File: src/rtl/cpu_regwrite_arbiter_pkg.sv
// rtl/cpu_regwrite_arbiter_pkg.sv - shared register-file constants and types for the writeback arbiter
package cpu_regwrite_arbiter_pkg;

    localparam int REG_COUNT = 16;
    localparam int REG_IDX_W = 4;
    localparam int DATA_W    = 32;
    localparam int FP_IDX    = 0;
    localparam int SP_IDX    = 1;

    typedef logic [REG_IDX_W-1:0] reg_idx_t;
    typedef logic [REG_COUNT-1:0] reg_mask_t;
    typedef logic [DATA_W-1:0]    reg_data_t;

    typedef enum logic [1:0] {
        GRANT_NONE = 2'd0,
        GRANT_EX   = 2'd1,
        GRANT_MEM  = 2'd2
    } grant_e;

    function automatic reg_mask_t idx_mask(input reg_idx_t idx);
        return reg_mask_t'(1) << idx;
    endfunction

endpackage

File: src/rtl/cpu_scoreboard.sv
// rtl/cpu_scoreboard.sv - pending-load busy vector and decode read-after-load hazard detect
module cpu_scoreboard
    import cpu_regwrite_arbiter_pkg::*;
(
    input  logic      clk_i,
    input  logic      rst_i,
    input  logic      set_i,
    input  reg_idx_t  set_index_i,
    input  logic      clr_i,
    input  reg_idx_t  clr_index_i,
    input  reg_idx_t  rd_index0_i,
    input  reg_idx_t  rd_index1_i,
    input  logic      wr_en_i,
    input  reg_idx_t  wr_index_i,
    output reg_mask_t busy_o,
    output logic      hazard_o
);

    reg_mask_t r_busy;
    reg_mask_t w_set_mask;
    reg_mask_t w_clr_mask;
    logic      w_wr_hit;

    assign w_set_mask = set_i ? idx_mask(set_index_i) : '0;
    assign w_clr_mask = clr_i ? idx_mask(clr_index_i) : '0;

    // Set is applied after clear so a fresh load to the same register stays pending.
    always_ff @(posedge clk_i) begin
        if (!rst_i) begin
            r_busy <= '0;
        end else begin
            r_busy <= (r_busy & ~w_clr_mask) | w_set_mask;
        end
    end

    assign w_wr_hit = wr_en_i && ((wr_index_i == rd_index0_i) || (wr_index_i == rd_index1_i));
    assign hazard_o = r_busy[rd_index0_i] | r_busy[rd_index1_i] | w_wr_hit;
    assign busy_o   = r_busy;

endmodule

File: src/rtl/cpu_regwrite_arbiter.sv
// rtl/cpu_regwrite_arbiter.sv - shares register-file write port 0 between EX results and MEM load returns
module cpu_regwrite_arbiter
    import cpu_regwrite_arbiter_pkg::*;
#(
    parameter int STARVE_LIMIT = 2
) (
    input  logic                 clk_i,
    input  logic                 rst_i,
    input  logic                 ex_valid_i,
    output logic                 ex_ready_o,
    input  logic [REG_IDX_W-1:0] ex_index_i,
    input  logic [DATA_W-1:0]    ex_value_i,
    input  logic                 mem_valid_i,
    output logic                 mem_ready_o,
    input  logic [REG_IDX_W-1:0] mem_index_i,
    input  logic [DATA_W-1:0]    mem_value_i,
    input  logic                 load_issue_i,
    input  logic [REG_IDX_W-1:0] load_index_i,
    input  logic [REG_IDX_W-1:0] rd_index0_i,
    input  logic [REG_IDX_W-1:0] rd_index1_i,
    output logic                 hazard_o,
    output logic [REG_COUNT-1:0] busy_o,
    output logic                 rf_we_o,
    output logic [REG_IDX_W-1:0] rf_index_o,
    output logic [DATA_W-1:0]    rf_value_o
);

    localparam int CNT_W = (STARVE_LIMIT < 1) ? 1 : $clog2(STARVE_LIMIT + 1);
    localparam logic [CNT_W-1:0] LIMIT = CNT_W'(STARVE_LIMIT);

    grant_e     w_grant;
    logic       w_ex_fire;
    logic       w_mem_fire;
    logic [CNT_W-1:0] r_starve;
    logic       r_we;
    reg_idx_t   r_index;
    reg_data_t  r_value;

    // MEM has priority; EX only overrides it once it has waited STARVE_LIMIT cycles.
    always_comb begin
        w_grant = GRANT_NONE;
        if (rst_i) begin
            if (ex_valid_i && (!mem_valid_i || (r_starve == LIMIT))) begin
                w_grant = GRANT_EX;
            end else if (mem_valid_i) begin
                w_grant = GRANT_MEM;
            end
        end
    end

    assign ex_ready_o  = (w_grant == GRANT_EX);
    assign mem_ready_o = (w_grant == GRANT_MEM);
    assign w_ex_fire   = ex_valid_i & ex_ready_o;
    assign w_mem_fire  = mem_valid_i & mem_ready_o;

    always_ff @(posedge clk_i) begin
        if (!rst_i) begin
            r_starve <= '0;
        end else if (!ex_valid_i || ex_ready_o) begin
            r_starve <= '0;
        end else if (r_starve != LIMIT) begin
            r_starve <= r_starve + 1'b1;
        end
    end

    always_ff @(posedge clk_i) begin
        if (!rst_i) begin
            r_we    <= 1'b0;
            r_index <= '0;
            r_value <= '0;
        end else if (w_ex_fire) begin
            r_we    <= 1'b1;
            r_index <= ex_index_i;
            r_value <= ex_value_i;
        end else if (w_mem_fire) begin
            r_we    <= 1'b1;
            r_index <= mem_index_i;
            r_value <= mem_value_i;
        end else begin
            r_we    <= 1'b0;
        end
    end

    // Gating with reset keeps a write registered just before reset from reaching the register file.
    assign rf_we_o    = r_we & rst_i;
    assign rf_index_o = r_index;
    assign rf_value_o = r_value;

    cpu_scoreboard u_scoreboard (
        .clk_i       (clk_i),
        .rst_i       (rst_i),
        .set_i       (load_issue_i),
        .set_index_i (load_index_i),
        .clr_i       (w_mem_fire),
        .clr_index_i (mem_index_i),
        .rd_index0_i (rd_index0_i),
        .rd_index1_i (rd_index1_i),
        .wr_en_i     (rf_we_o),
        .wr_index_i  (rf_index_o),
        .busy_o      (busy_o),
        .hazard_o    (hazard_o)
    );

endmodule

File: config.mk
export PLATFORM = sky130hd
export DESIGN_NAME = cpu_regwrite_arbiter
export DESIGN_NICKNAME = d
export VERILOG_FILES = /design/src/rtl/cpu_regwrite_arbiter_pkg.sv /design/src/rtl/cpu_scoreboard.sv /design/src/rtl/cpu_regwrite_arbiter.sv
export SDC_FILE = /design/constraint.sdc
export NUM_CORES = 1
export LEC_CHECK = 0
export BUFFER_PORTS_ARGS = -buffer_cell sky130_fd_sc_hd__buf_2
export CAP_MARGIN = 20
export CORE_UTILIZATION = 49
export CTS_BUF_LIST = sky130_fd_sc_hd__clkbuf_4
export DETAILED_ROUTE_END_ITERATION = 16
export PLACE_DENSITY = 0.88
export SLEW_MARGIN = 20
export SYNTH_ARGS = -nofsm -noshare
export SYNTH_HDL_FRONTEND = slang
export SYNTH_SLANG_ARGS = --single-unit
File: constraint.sdc
create_clock -name clk_i -period 5.8 [get_ports clk_i]
set_input_delay 1.16 -clock clk_i [delete_from_list [all_inputs] [get_ports clk_i]]
set_output_delay 1.16 -clock clk_i [all_outputs]
set_load 0.005 [all_outputs]
==> results.toml <==
[status]
outcome = "finished clean"

[power_and_ir_drop]
netSwitchingFraction = 0.282
sequentialPowerShare = 0.569
p_int_mw = 0.526
irDropWorstVdd_v = 0.000175
switchingPower_mw = 0.206
p_leak_nw = 1.55
power.density_mw_per_mm2 = 221
p_clk_frac = 0.239
p_comb_frac = 0.192

[synthesis]
ys_top_cells_by_area = "dfxtp_1 (44%), o21ai_0 (9.5%), o22ai_1 (8.9%)"
synth_seq_area_share = 0.437
ys_types = 30
ys_seq_elements = 55
syn_nets = 372
synthesis.area_sq_mm = 0.00252
ys.flop_type = "dfxtp_1"
yosys.area.top_type_share = 0.437
synth_edf_count = 0
syn_inst = 282
synth_largest_area_cell = "dfxtp_1"
yosysWarnings = 0
synth-async-reset-ratio = 0
syn_area_per_cell_sq_um = 8.94

[finish]
fillers = 405
layout-drive-gt1-share = 0.389
multiInputGateArea_sq_mm = 0.00131
layout.nets = 505
n_antenna_cell = 0
regArea_sq_mm = 0.00110
areaGrowthSynthToFinish_pct = 31.5
final_util = 0.684

[sta]
hold_violations = 0
max_freq_mhz = 254
fin_worst_skew_ns = 0.0100
period_needed_ns = 3.93
setup_violations = 0
fin_tns_setup_ns = 0
period_share = 0.678
slew_viol_final = 0
slew_headroom = 0.451
rsz0062_at_grt = "false"
tightest_slew_ns = 0.824

[clock_tree]
htreeDepth = 2
root_buffer = "clkbuf_4"
ctsHoldBuffers = 0
clk-insertion-delay-late_ns = 0.37
post-cts-setup-buffers = 0
cts_resized = 0
clockBufferDepth = 2
clk_pin_slew_ns = 0.15
clock-sinks = 55
cts_tree = "yes"
cts_buffers = 5

[die]
coreArea_sq_mm = 0.00485
io_pins = 145
dieArea_sq_mm = 0.00544
chipHeight_um = 73.7
dieWidth_um = 73.7
rows = 25
start_util = 0.520

[setup_path]
crit_type = "in -> out"
worstPathRequired_ns = 4.64
reg2reg_from = "r_starve[0]"
crit_fanout = 5
crit_path_end_kind = "output port"
crit_path_start_kind = "primary input"
critical_path_arrival_ns = 2.77
r2r_cells = 7
worstSetupStartpoint = "rd_index1_i[0]"

[detailed_routing]
ant_nets = 0
routed_wl_mm = 7.38
wl_per_cell_um = 15.3
vias = 2707
viasPerCell = 5.60
drc_errors = 0
drtPass1Iterations = 4
initialDrtViolationCount = 146

[hold_path]
min_path_type = "reg -> reg"
worst_hold_startpoint = "r_starve[0]"
holdPathStages = 1

[placement]
numPortBuffers = 144
dp_hpwl_mm = 5.34
place_congestion = 0.919

[global_routing]
grt.total_usage = 0.260
overflow = 0
grt_antenna_before_repair = 0
grt_pass1_wl_mm = 10.9
grt_pass1_vias = 2379
grt_max_degree = 58

[job]
maxCapViolCount = 0
state kept, by name (all words and copies together) (netlist names):
signal and count:
r_starve 2, rf_value_o 32, r_we 1, rf_index_o 4, u_scoreboard.busy_o 16
through the flow:
| step | std cells | instance area (sq um) | power [mW] | hold slack, ns | setup WS, ns |
|---|---|---|---|---|---|
| after floorplan | 282 | 2520 | 0.494 | 0.392 | 2.12 |
| after global placement | 475 | 3250 | 0.559 | 0.400 | 1.92 |
| after detailed placement | 475 | 3250 | 0.564 | 0.405 | 1.88 |
| after CTS | 483 | 3310 | 0.735 | 0.425 | 1.88 |
| after global routing | 483 | 3310 | 0.768 | 0.458 | 1.84 |
| final | 483 | 3310 | 0.732 | 0.426 | 1.87 |
layout by cell type (no fill, tap or decap), types with 3 or more instances in the layout:
master / synthesis / final
buf_2: 1 / 144
o41ai_1: 5 / 5
buf_4: 0 / 3
nor2b_1: 3 / 3
inv_1: 3 / 3
a21boi_0: 16 / 16
nand2_1: 16 / 16
clkbuf_4: 0 / 6
o22ai_1: 36 / 36
mux4_2: 6 / 6
nand3_1: 5 / 5
xnor2_1: 4 / 4
dfxtp_1: 55 / 55
mux4_1: 4 / 4
o21ai_0: 48 / 48
nor2_1: 40 / 40
xor2_1: 4 / 4
per-layer routing:
metal | vias up | wire length [um] | part of all wire | global-route usage
met5 | - | 0 | 0 | 0
met4 | 0 | 119 | 0.016 | 0.0726
met3 | 22 | 538 | 0.073 | 0.0604
met2 | 136 | 3630 | 0.49 | 0.427
met1 | 1246 | 3100 | 0.42 | 0.341
li1 | 1303 | - | - | -
layout make-up:
class / instances / share of cell area
inverter: 3 / 0.00340
multi-input combinational: 203 / 0.396
clock inverter: 2 / 0.00491
timing repair buffer: 147 / 0.224
sequential: 55 / 0.332
tap: 67 / 0.0253
clock buffer: 6 / 0.0136
power groups by stage:
| stage | registers, mW | clock network [mW] | logic (mW) |
|---|---|---|---|
| 6_report | 0.417 | 0.175 | 0.140 |
| 5_1_grt | 0.420 | 0.194 | 0.155 |
| 4_1_cts | 0.417 | 0.179 | 0.140 |
| 3_5_place_dp | 0.425 | 0 | 0.139 |
| 3_3_place_gp | 0.424 | 0 | 0.136 |
| 2_1_floorplan | 0.425 | 0 | 0.0690 |
worst paths after layout:
| path | slack [ns] | to |
|---|---|---|
| max | 1.87 | hazard_o |
| min | 0.43 | r_starve[0] |
| max reg2reg | 4.08 | rf_value_o[14] |
| min reg2reg | 0.43 | r_starve[0] |
synthesized netlist by cell type (2+ instances only):
master / count
dfxtp_1: 55
o21ai_0: 48
nor2_1: 40
o22ai_1: 36
a21boi_0: 16
clkbuf_1: 16
nand2_1: 16
mux4_2: 6
nand3_1: 5
o41ai_1: 5
mux4_1: 4
xnor2_1: 4
xor2_1: 4
inv_1: 3
nor2b_1: 3
and2_1: 2
buf_1: 2
buf_6: 2
nand2b_1: 2
nand4_1: 2
nand4b_1: 2
worst max-delay path, cell delays in order:
cell and delay [ns]:
buf_2 0.16, mux4_1 0.58, mux4_2 0.47, a211o_1 0.28
buf_2 0.12
logic make-up after synthesis:
family	after synthesis	synth area share
AO/OA/AOI/OAI	107	0.256
XOR/XNOR	8	0.0278
adder cells (fa/ha/maj)	1	0.00496
buffers and inverters	24	0.0422
flip-flops	55	0.437
multiplexers	10	0.0953
AND/OR/NAND/NOR	77	0.137
Power figures use the tool's default switching activity.
